<file path="config.mk">
export PLATFORM = sky130hd
export DESIGN_NAME = pipeline_hazard_ctrl
export DESIGN_NICKNAME = d
export VERILOG_FILES = /design/src/rtl/pipe_pkg.sv /design/src/rtl/pipeline_hazard_ctrl_fwd_unit.sv /design/src/rtl/pipeline_hazard_ctrl.sv
export SDC_FILE = /design/constraint.sdc
export NUM_CORES = 1
export LEC_CHECK = 0
export ABC_CLOCK_PERIOD_IN_PS = 5800
export CORE_MARGIN = 1
export CORE_UTILIZATION = 37
export CTS_CLUSTER_DIAMETER = 200
export DETAILED_ROUTE_END_ITERATION = 10
export PLACE_DENSITY = 0.69
export RECOVER_POWER = 100
export SLEW_MARGIN = 10
export SYNTH_ARGS = -nofsm -noshare
export SYNTH_HDL_FRONTEND = slang
export SYNTH_HIERARCHICAL = 1
export SYNTH_SLANG_ARGS = --single-unit
</file>
<file path="constraint.sdc">
create_clock -name clk -period 5.8 [get_ports clk]
set_input_delay 1.16 -clock clk [delete_from_list [all_inputs] [get_ports clk]]
set_output_delay 1.16 -clock clk [all_outputs]
set_load 0.02 [all_outputs]
</file>
<file path="src/rtl/pipe_pkg.sv">
// rtl/pipe_pkg.sv - shared types and constants for the pipeline hazard controller
package pipe_pkg;

    typedef enum logic [1:0] {
        ST_RUN  = 2'd0,
        ST_WAIT = 2'd1,
        ST_ERR  = 2'd2
    } hz_state_t;

    localparam logic [1:0] FWD_RF    = 2'b00;
    localparam logic [1:0] FWD_EXMEM = 2'b10;
    localparam logic [1:0] FWD_MEMWB = 2'b01;

    localparam logic [4:0] REG_ZERO = 5'd0;

    // Register 0 is hardwired, so it never creates a dependency.
    function automatic logic reg_match(
        input logic [4:0] src,
        input logic       src_en,
        input logic [4:0] dst,
        input logic       dst_en
    );
        return src_en && dst_en && (dst != REG_ZERO) && (src == dst);
    endfunction

endpackage

</file>
<file path="src/rtl/pipeline_hazard_ctrl_fwd_unit.sv">
// rtl/pipeline_hazard_ctrl_fwd_unit.sv - ALU operand forwarding selects, EX/MEM before MEM/WB
module fwd_unit
    import pipe_pkg::*;
(
    input  logic [4:0] ex_rs,
    input  logic [4:0] ex_rt,
    input  logic [4:0] mem_rd,
    input  logic       mem_regwrite,
    input  logic [4:0] wb_rd,
    input  logic       wb_regwrite,
    output logic [1:0] fwd_a,
    output logic [1:0] fwd_b
);

    always_comb begin
        fwd_a = FWD_RF;
        if (reg_match(ex_rs, 1'b1, mem_rd, mem_regwrite)) begin
            fwd_a = FWD_EXMEM;
        end else if (reg_match(ex_rs, 1'b1, wb_rd, wb_regwrite)) begin
            fwd_a = FWD_MEMWB;
        end
    end

    always_comb begin
        fwd_b = FWD_RF;
        if (reg_match(ex_rt, 1'b1, mem_rd, mem_regwrite)) begin
            fwd_b = FWD_EXMEM;
        end else if (reg_match(ex_rt, 1'b1, wb_rd, wb_regwrite)) begin
            fwd_b = FWD_MEMWB;
        end
    end

endmodule

</file>
<file path="src/rtl/pipeline_hazard_ctrl.sv">
// rtl/pipeline_hazard_ctrl.sv - stall/flush/freeze controller for the 5-stage pipeline
// Optional operand forwarding is enabled by defining PIPE_HAZARD_FORWARDING_EN.
module pipeline_hazard_ctrl
    import pipe_pkg::*;
#(
    parameter int TIMEOUT = 255,
    parameter int CNT_W   = 16
) (
    input  logic             clk,
    input  logic             reset,
    input  logic [4:0]       id_rs,
    input  logic [4:0]       id_rt,
    input  logic             id_uses_rs,
    input  logic             id_uses_rt,
    input  logic             id_jump,
    input  logic [4:0]       ex_rs,
    input  logic [4:0]       ex_rt,
    input  logic [4:0]       ex_rd,
    input  logic             ex_regwrite,
    input  logic             ex_memread,
    input  logic             ex_branch_taken,
    input  logic [4:0]       mem_rd,
    input  logic             mem_regwrite,
    input  logic [4:0]       wb_rd,
    input  logic             wb_regwrite,
    input  logic             dmem_req,
    input  logic             dmem_ready,
    output logic             pc_write,
    output logic             ifid_write,
    output logic             ifid_flush,
    output logic             ctrl_enable,
    output logic             idex_flush,
    output logic             pipe_freeze,
    output logic [1:0]       fwd_a,
    output logic [1:0]       fwd_b,
    output logic             mem_err,
    output logic [CNT_W-1:0] stall_cnt
);

    localparam int WAIT_W = (TIMEOUT > 1) ? $clog2(TIMEOUT) : 1;
    localparam logic [WAIT_W-1:0] WAIT_LAST = WAIT_W'(TIMEOUT - 1);

    hz_state_t         state;
    hz_state_t         state_next;
    logic [WAIT_W-1:0] wait_cnt;
    logic [WAIT_W-1:0] wait_next;
    logic              mem_err_q;
    logic [CNT_W-1:0]  stall_q;
    logic              freeze;
    logic              load_use;
    logic [1:0]        fwd_a_raw;
    logic [1:0]        fwd_b_raw;

`ifdef PIPE_HAZARD_FORWARDING_EN
    logic unused_ex_regwrite;

    fwd_unit u_fwd (
        .ex_rs        (ex_rs),
        .ex_rt        (ex_rt),
        .mem_rd       (mem_rd),
        .mem_regwrite (mem_regwrite),
        .wb_rd        (wb_rd),
        .wb_regwrite  (wb_regwrite),
        .fwd_a        (fwd_a_raw),
        .fwd_b        (fwd_b_raw)
    );

    assign unused_ex_regwrite = ex_regwrite;
`else
    logic unused_fwd_inputs;

    assign fwd_a_raw         = FWD_RF;
    assign fwd_b_raw         = FWD_RF;
    assign unused_fwd_inputs = ^{ex_rs, ex_rt, wb_rd, wb_regwrite};
`endif

    always_comb begin
        load_use = reg_match(id_rs, id_uses_rs, ex_rd, ex_memread)
                 | reg_match(id_rt, id_uses_rt, ex_rd, ex_memread);
`ifndef PIPE_HAZARD_FORWARDING_EN
        // Without bypass paths every in-flight producer must drain to the register file.
        load_use = load_use
                 | reg_match(id_rs, id_uses_rs, ex_rd,  ex_regwrite)
                 | reg_match(id_rt, id_uses_rt, ex_rd,  ex_regwrite)
                 | reg_match(id_rs, id_uses_rs, mem_rd, mem_regwrite)
                 | reg_match(id_rt, id_uses_rt, mem_rd, mem_regwrite);
`endif
    end

    always_comb begin
        state_next = state;
        wait_next  = wait_cnt;
        freeze     = 1'b0;
        case (state)
            ST_RUN: begin
                freeze = dmem_req && !dmem_ready;
                if (freeze) begin
                    state_next = ST_WAIT;
                    wait_next  = '0;
                end
            end
            ST_WAIT: begin
                freeze = !dmem_ready;
                if (dmem_ready) begin
                    state_next = ST_RUN;
                end else if (wait_cnt == WAIT_LAST) begin
                    state_next = ST_ERR;
                end else begin
                    wait_next = wait_cnt + WAIT_W'(1);
                end
            end
            ST_ERR: begin
                freeze = 1'b1;
            end
            default: begin
                state_next = ST_RUN;
            end
        endcase
    end

    // A frozen EX holds any taken branch until the first unfrozen cycle.
    always_comb begin
        pc_write    = 1'b1;
        ifid_write  = 1'b1;
        ifid_flush  = 1'b0;
        ctrl_enable = 1'b1;
        idex_flush  = 1'b0;
        pipe_freeze = 1'b0;
        if (reset) begin
            pc_write    = 1'b0;
            ifid_write  = 1'b0;
            ctrl_enable = 1'b0;
            ifid_flush  = 1'b1;
            idex_flush  = 1'b1;
        end else if (freeze) begin
            pc_write    = 1'b0;
            ifid_write  = 1'b0;
            pipe_freeze = 1'b1;
        end else if (ex_branch_taken) begin
            ifid_flush = 1'b1;
            idex_flush = 1'b1;
        end else if (load_use) begin
            pc_write    = 1'b0;
            ifid_write  = 1'b0;
            ctrl_enable = 1'b0;
        end else if (id_jump) begin
            ifid_flush = 1'b1;
        end
    end

    assign fwd_a     = reset ? FWD_RF : fwd_a_raw;
    assign fwd_b     = reset ? FWD_RF : fwd_b_raw;
    assign mem_err   = mem_err_q;
    assign stall_cnt = stall_q;

    always_ff @(posedge clk) begin
        if (reset) begin
            state     <= ST_RUN;
            wait_cnt  <= '0;
            mem_err_q <= 1'b0;
            stall_q   <= '0;
        end else begin
            state    <= state_next;
            wait_cnt <= wait_next;
            if (state_next == ST_ERR) begin
                mem_err_q <= 1'b1;
            end
            if (!pc_write && (stall_q != {CNT_W{1'b1}})) begin
                stall_q <= stall_q + CNT_W'(1);
            end
        end
    end

endmodule

</file>
==> results by group, run 1 <==
Outcome
  • Status: finished clean

Power
  • Peak VDD IR: 0.130 mV
  • Power density over the cells: ~150 nW/um^2
  • Total power draw: between 300 and 400 uW
  • Leakage: about 1 nW

Setup path
  • CP startpoint kind: primary input
  • Critical-path top delay cell: dlygate4sd3_1
  • Top cell by count, worst path: dlygate4sd3_1
  • Critical path peak fanout: 5
  • Arr. time, crit path: 3.90 ns
  • Worst path bufs/invs: 2
  • Worst Path Required: 4.64 ns
  • CP cell instances: dlygate4sd3_1 > xor2_1 > nor4_1 > a32oi_1 > o2bb2ai_1 > nor2_1 > dlygate4sd3_1
  • Slowest stage delay, CP: between 0.6 and 0.7 ns
  • Largest delay share family, worst path: buffers and inverters
  • Worst Setup End Kind: primary output
  • Crit Path Category: in2out

Global route
  • First-pass GRT wire length: 7460 microns
  • GRT Total Usage: approximately 18%
  • Largest net degree at the start of global routing: 23
  • Antenna violations before repair: 0
  • Vias in the first global route: about 1600
  • GRT Residual Overflow: 0

Route
  • Wire per inst: around 13 microns
  • DR iter-0 viols: 78
  • Vias/cell: between 5 and 6
  • WL final: approximately 4400 microns
  • Vias: around 1700
  • Final ANT Viol Nets: 0
  • 1st-pass router iterations: 4
  • Number of remaining DRC errors: 0

STA
  • RSZ-0062 raised after global routing: false
  • Setup TNS: 0 ns
  • Min cycle time layout: between 5 and 6 ns
  • Worst-Margin Slew: around 1.2 ns
  • Final hold vios: 0
  • Period utilization: between 80 and 90%
  • Max Fclk: 0.198 GHz
  • Slew headroom: 21.0%
  • Max Clock Skew: 0.00690 ns
  • Final setup viols: 0
  • Final Max Slew Viols: 0

Synth
  • Post-synthesis mux area share: under 10%
  • Syn. warnings: 6
  • Share of the synthesized area in the top cell type: around 28%
  • EDFF count, synth: 0
  • Mean post-synth cell area: approximately 8.5 sq um
  • Netlist cell types: between 40 and 50
  • Post-synthesis cell area: around 1900 sq um
  • Synth async-reset ratio: 0%
  • Xor and xnor area share after synthesis: approximately 11%
  • Yosys reg bits: 27
  • Sequential area share after synthesis: approximately 28%
  • Post-synthesis compound-gate area fraction: 18.6%
  • Most frequent cells after synthesis: dfxtp_1 (27), nor2_1 (26), nand2_1 (15), nor2b_1 (13)
  • Most frequent cell after synthesis: dfxtp_1
  • Post-synth top flop: dfxtp_1
  • Largest family of logic cells by synthesized area: simple AND/OR/NAND/NOR gates
  • Mapped Cells: between 200 and 250
  • Simple-gate area share of the yosys netlist: between 20% and 30%
  • Area leader, netlist: dfxtp_1
  • Area share of fa/ha/maj cells after synthesis: slightly below 2%
  • Synth area leaders: dfxtp_1 (28%), mux2_4 (5.5%), xnor2_1 (5.5%)

Floorplanning
  • Starting density of the core: 39.4%
  • Die Area: between 5000 and 6000 sq um
  • IO Pins: between 70 and 80
  • Die X: between 70 and 80 microns
  • Site Rows: 25
  • Height of the die: 73.9 microns
  • CORE AREA: a little under 5000 sq um

Layout
  • Layout cells sized above 1: 5.13%
  • Synth-to-Final Area Change: 28.7%
  • Filler cells: between 400 and 500
  • # diodes: 0
  • Final net count: between 300 and 400

Job
  • Max cap viols: 0

Hold path
  • Hold WC Path Type: reg2reg

Clock tree
  • CTS buffer count: 3
  • Root Driver: clkbuf_8
  • Clk sinks: 27
  • Maximum buffer depth of the clock tree: 2
  • Resized Gates After CTS: 0
  • Clk pin slew, worst setup/hold paths: roughly 0.09 ns
  • Worst skew pair latency: between 0.2 and 0.3 ns
  • Cts hold-fix bufs: 0
  • H-tree depth: 1
  • CTS tree: done
  • # Post-CTS Setup Buffers: 0

Placed design
  • GPL Wtd Cong: 0.881
  • DPL Wire Length: about 3500 microns
  • # port buffers: between 50 and 60
==> final cells by class <==
cell class	count	area [sq um]	share of cell area, %
inverters	6	22.5	0.916
flip-flops and latches	27	541	22.0
multi-input cells	181	1230	49.8
well taps	67	83.8	3.41
repair buffers	55	542	22.0
clock buffers	4	45.0	1.83
==> flip-flops by register name, summed over array words and instances (netlist names) <==
signal     count
mem_err        1
stall_cnt     16
state          2
wait_cnt       8
==> path summary, 6_finish.rpt <==
kind / end / depth (start not counted) / start / slack, ns
setup / recovery: pc_write / 7 / id_rs[4] / 0.74
hold / removal: mem_err / 1 / mem_err / 0.47
setup reg to reg: stall_cnt[2] / 7 / stall_cnt[1] / 3.36
hold reg to reg: mem_err / 1 / mem_err / 0.47
==> stage by stage <==
stage | cell area [sq um] | setup slack [ns] | cells | hold WS (ns) | utilization, %
after global routing | 2460 | 0.585 | 340 | 0.521 | 50.7
after CTS | 2520 | 0.907 | 340 | 0.484 | 52.0
after floorplan | 1920 | 1.86 | 227 | 0.458 | -
after detailed placement | 2470 | 0.911 | 336 | 0.462 | 51.0
final | 2460 | 0.742 | 340 | 0.470 | 50.7
after global placement | 2470 | 0.967 | 336 | 0.447 | 51.0
==> layer usage <==
metal  track usage [%]  wire, microns  up-vias  share of wire (%)
met5                 0              0        -                  0
met4              3.21             17        0               0.38
met3              3.84            122        2                2.8
met2              31.1           2170       29                 49
met1              21.8           2100      812                 48
li1                  -              -      885                  -
==> power by group <==
group	internal [mW]	switching, mW	leakage (nW)
sequential	0.187	0.00249	0.218
clock	0.0492	0.0580	0.0228
combinational	0.0409	0.0406	0.736
total	0.277	0.101	0.977
==> cell families (layout without fill, tap and decap cells) <==
group	after synthesis	count (layout)
adder cells (fa/ha/maj)	3	3
AND/OR/NAND/NOR	93	93
flip-flops	27	27
XOR/XNOR	24	24
multiplexers	13	13
AO/OA/AOI/OAI	44	44
buffers and inverters	19	65
other	1	4
==> placed cells by master (no fill, tap or decap), types with 7 or more instances in the layout <==
master | synthesis | layout
clkdlybuf4s50_1 | 0 | 27
nand4_1 | 9 | 9
nand2_1 | 15 | 15
nor2_1 | 26 | 26
xnor2_1 | 12 | 12
dlygate4sd3_1 | 0 | 26
mux2_1 | 6 | 7
a211oi_1 | 3 | 8
xor2_1 | 12 | 12
a21oi_1 | 11 | 11
nor2b_1 | 13 | 14
dfxtp_1 | 27 | 27
Power figures use the tool's default switching activity.
==> run 2, diff against run 1 <==
CELL_PAD_IN_SITES_DETAIL_PLACEMENT = 1   (was unset)
CELL_PAD_IN_SITES_GLOBAL_PLACEMENT = 1   (was unset)
CORE_UTILIZATION = 34   (was 37)
PLACE_DENSITY = 0.92   (was 0.69)
==> run 2 against run 1 <==
Effect of this change: the flow now finishes with violations (capacitance limit, slew limit); fmax decreased by 2.0%; sequential cell count unchanged; global-route usage is 1.1 points higher; sequential share of layout area is 0.22 points lower; via count up 5.0%; routed wire length rose by 21%; design area up 1.0%; power up 1.4%; first-iteration DRC count fell by 17%; setup slack lost 0.11 ns; clock power about the same; critical path type unchanged; critical endpoint is now ifid_flush; largest power group unchanged.
==> results by group, run 2 (synthesis results as in run 1) <==
Placed design
  • # port buffers: 53 (unchanged)
  • Area post-placement: 2480 sq um (was 2470 sq um)
  • Cells after DPL: 339 (was 336)
  • DPL Wire Length: 4320 microns (was 3530 microns)
  • GPL Wtd Cong: 0.877 (was 0.881)

Global route
  • Vias in the first global route: 1889 (was 1620)
  • Largest net degree at the start of global routing: 38 (was 23)
  • GRT Total Usage: 18.6% (was 17.5%)
  • Antenna violations before repair: 0 (unchanged)
  • GRT Residual Overflow: 0 (unchanged)
  • First-pass GRT wire length: 9010 microns (was 7460 microns)

Layout
  • Design area: 2480 sq um (was 2460 sq um)
  • Max FFs per register: 16 (unchanged)
  • Synth-to-Final Area Change: 30.0% (was 28.7%)
  • Layout cells sized above 1: 5.49% (was 5.13%)
  • Non-Filler Instances: 343 (was 340)
  • Most frequent cells in the layout: clkdlybuf4s50_1 (31), dfxtp_1 (27), nor2_1 (26), dlygate4sd3_1 (22), nand2_1 (15) (was clkdlybuf4s50_1 (27), dfxtp_1 (27), nor2_1 (26), dlygate4sd3_1 (26), nand2_1 (15))
  • # diodes: 0 (unchanged)
  • Commonest non-fill, non-tap cell in the layout: clkdlybuf4s50_1
  • Final Util: 47.2% (was 50.7%)
  • Filler cells: 628 (was 470)
  • Final net count: 324 (unchanged)

STA
  • Final Max Slew Viols: 38 (was 0)
  • RSZ-0062 raised after global routing: false (unchanged)
  • Min cycle time layout: 5.16 ns (was 5.06 ns)
  • Max Clock Skew: 0.00924 ns (was 0.00690 ns)
  • WHS: 0.456 ns (was 0.470 ns)
  • Worst-Margin Slew: 1.55 ns (was 1.18 ns)
  • Final hold vios: 0 (unchanged)
  • Final setup viols: 0 (unchanged)
  • Period utilization: 89.0% (was 87.2%)
  • Max Fclk: 0.194 GHz (was 0.198 GHz)
  • Setup TNS: 0 ns (unchanged)
  • Slew headroom: -3.54% (was 21.0%)

Hold path
  • Hold path depth: 1 (unchanged)
  • Hold WC Path Type: reg2reg (unchanged)
  • Hold Crit Start: mem_err (unchanged)
  • Hold endpoint: mem_err (unchanged)

Floorplanning
  • IO Pins: 74 (unchanged)
  • Die X: 77.0 microns (was 73.9 microns)
  • Die Area: 5930 sq um (was 5460 sq um)
  • CORE AREA: 5270 sq um (was 4850 sq um)
  • Height of the die: 77.0 microns (was 73.9 microns)
  • Site Rows: 26 (was 25)
  • Starting density of the core: 36.3% (was 39.4%)

Setup path
  • Worst Setup End Kind: primary output (unchanged)
  • Arr. time, crit path: 4.00 ns (was 3.90 ns)
  • Crit Path Category: in2out (unchanged)
  • Critical path peak fanout: 37 (was 5)
  • Cell depth of the worst flop-to-flop path: 7 (unchanged)
  • CP startpoint kind: primary input (unchanged)
  • Crit Reg-Reg Endpoint: stall_cnt[2] (unchanged)
  • Worst Path Required: 4.64 ns (about the same)
  • Reg2Reg Setup Slack: 3.32 ns (was 3.36 ns)
  • Worst r2r src: stall_cnt[0] (was stall_cnt[1])

Clock tree
  • Clk sinks: 27 (unchanged)
  • CTS buffer count: 3 (unchanged)
  • Resized Gates After CTS: 0 (unchanged)
  • # Post-CTS Setup Buffers: 0 (unchanged)
  • Root Driver: clkbuf_8 (unchanged)
  • Cts hold-fix bufs: 0 (unchanged)
  • Clk pin slew, worst setup/hold paths: 0.09 ns (about the same)
  • Maximum buffer depth of the clock tree: 2 (unchanged)
  • Worst skew pair latency: 0.27 ns (about the same)
  • CTS tree: done (unchanged)
  • H-tree depth: 1 (unchanged)

Route
  • Number of remaining DRC errors: 0 (unchanged)
  • 1st-pass router iterations: 3 (was 4)
  • Vias/cell: 5.29 (was 5.08)
  • WL final: 5360 microns (was 4420 microns)
  • Wire per inst: 15.6 microns (was 13.0 microns)
  • Vias: 1814 (was 1728)
  • Final ANT Viol Nets: 0 (unchanged)
  • DR iter-0 viols: 65 (was 78)

Outcome
  • Status: complete, but fails checks (was finished clean)
  • Violated checks: capacitance limit, slew limit

Power
  • Peak VDD IR: 0.0946 mV (was 0.130 mV)
  • Power density over the cells: 154 nW/um^2 (about the same)
  • Leakage: 0.987 nW (was 0.977 nW)

Job
  • Max cap viols: 1 (was 0)
## run 2: worst max-delay path by stage
| stage | slack, ns | cells after the start | end | start |
|---|---|---|---|---|
| floorplan | 1.86 | 6 | pc_write | ex_rd[1] |
| global placement | 0.98 | 7 | ifid_write | ex_rd[1] |
| detailed placement | 0.90 | 7 | pc_write | ex_rd[1] |
| CTS | 0.90 | 7 | pc_write | ex_rd[1] |
| global route | 0.42 | 5 | ifid_flush | reset |
| finish | 0.64 | 5 | ifid_flush | reset |
## run 2: per-layer routing
| metal | track usage [%] | routed length, microns |
|---|---|---|
| met1 | 21.3 | 2280 |
| met5 | 0 | 0 |
| met4 | 2.83 | 82 |
| met3 | 2.62 | 112 |
| met2 | 36.6 | 2880 |
## run 2: critical path, stage by stage
cell and delay, ns:
dlygate4sd3_1 0.52, clkbuf_1 1.12, inv_1 0.32, o21ai_0 0.16, dlygate4sd3_1 0.71
## run 2: where the power goes
part           total [mW]  internal, mW  switching [mW]
Sequential          0.190         0.187         0.00277
Combinational      0.0865        0.0430          0.0435
Clock               0.107        0.0492          0.0580
Total               0.384         0.280           0.104
## run 2: area by class of cell
| cell class | count | area [sq um] | share of cell area, % |
|---|---|---|---|
| multi-input cells | 181 | 1250 | 50.2 |
| repair buffers | 55 | 542 | 21.8 |
| flip-flops and latches | 27 | 541 | 21.8 |
| well taps | 70 | 87.6 | 3.52 |
| clock buffers | 4 | 45.0 | 1.81 |
| inverters | 6 | 22.5 | 0.906 |
## run 2: per-stage QoR
step	total power [mW]	setup WS (ns)
2_1_floorplan	0.241	1.86
3_3_place_gp	0.279	0.977
3_5_place_dp	0.284	0.896
4_1_cts	0.393	0.896
5_1_grt	0.404	0.421
6_report	0.384	0.636
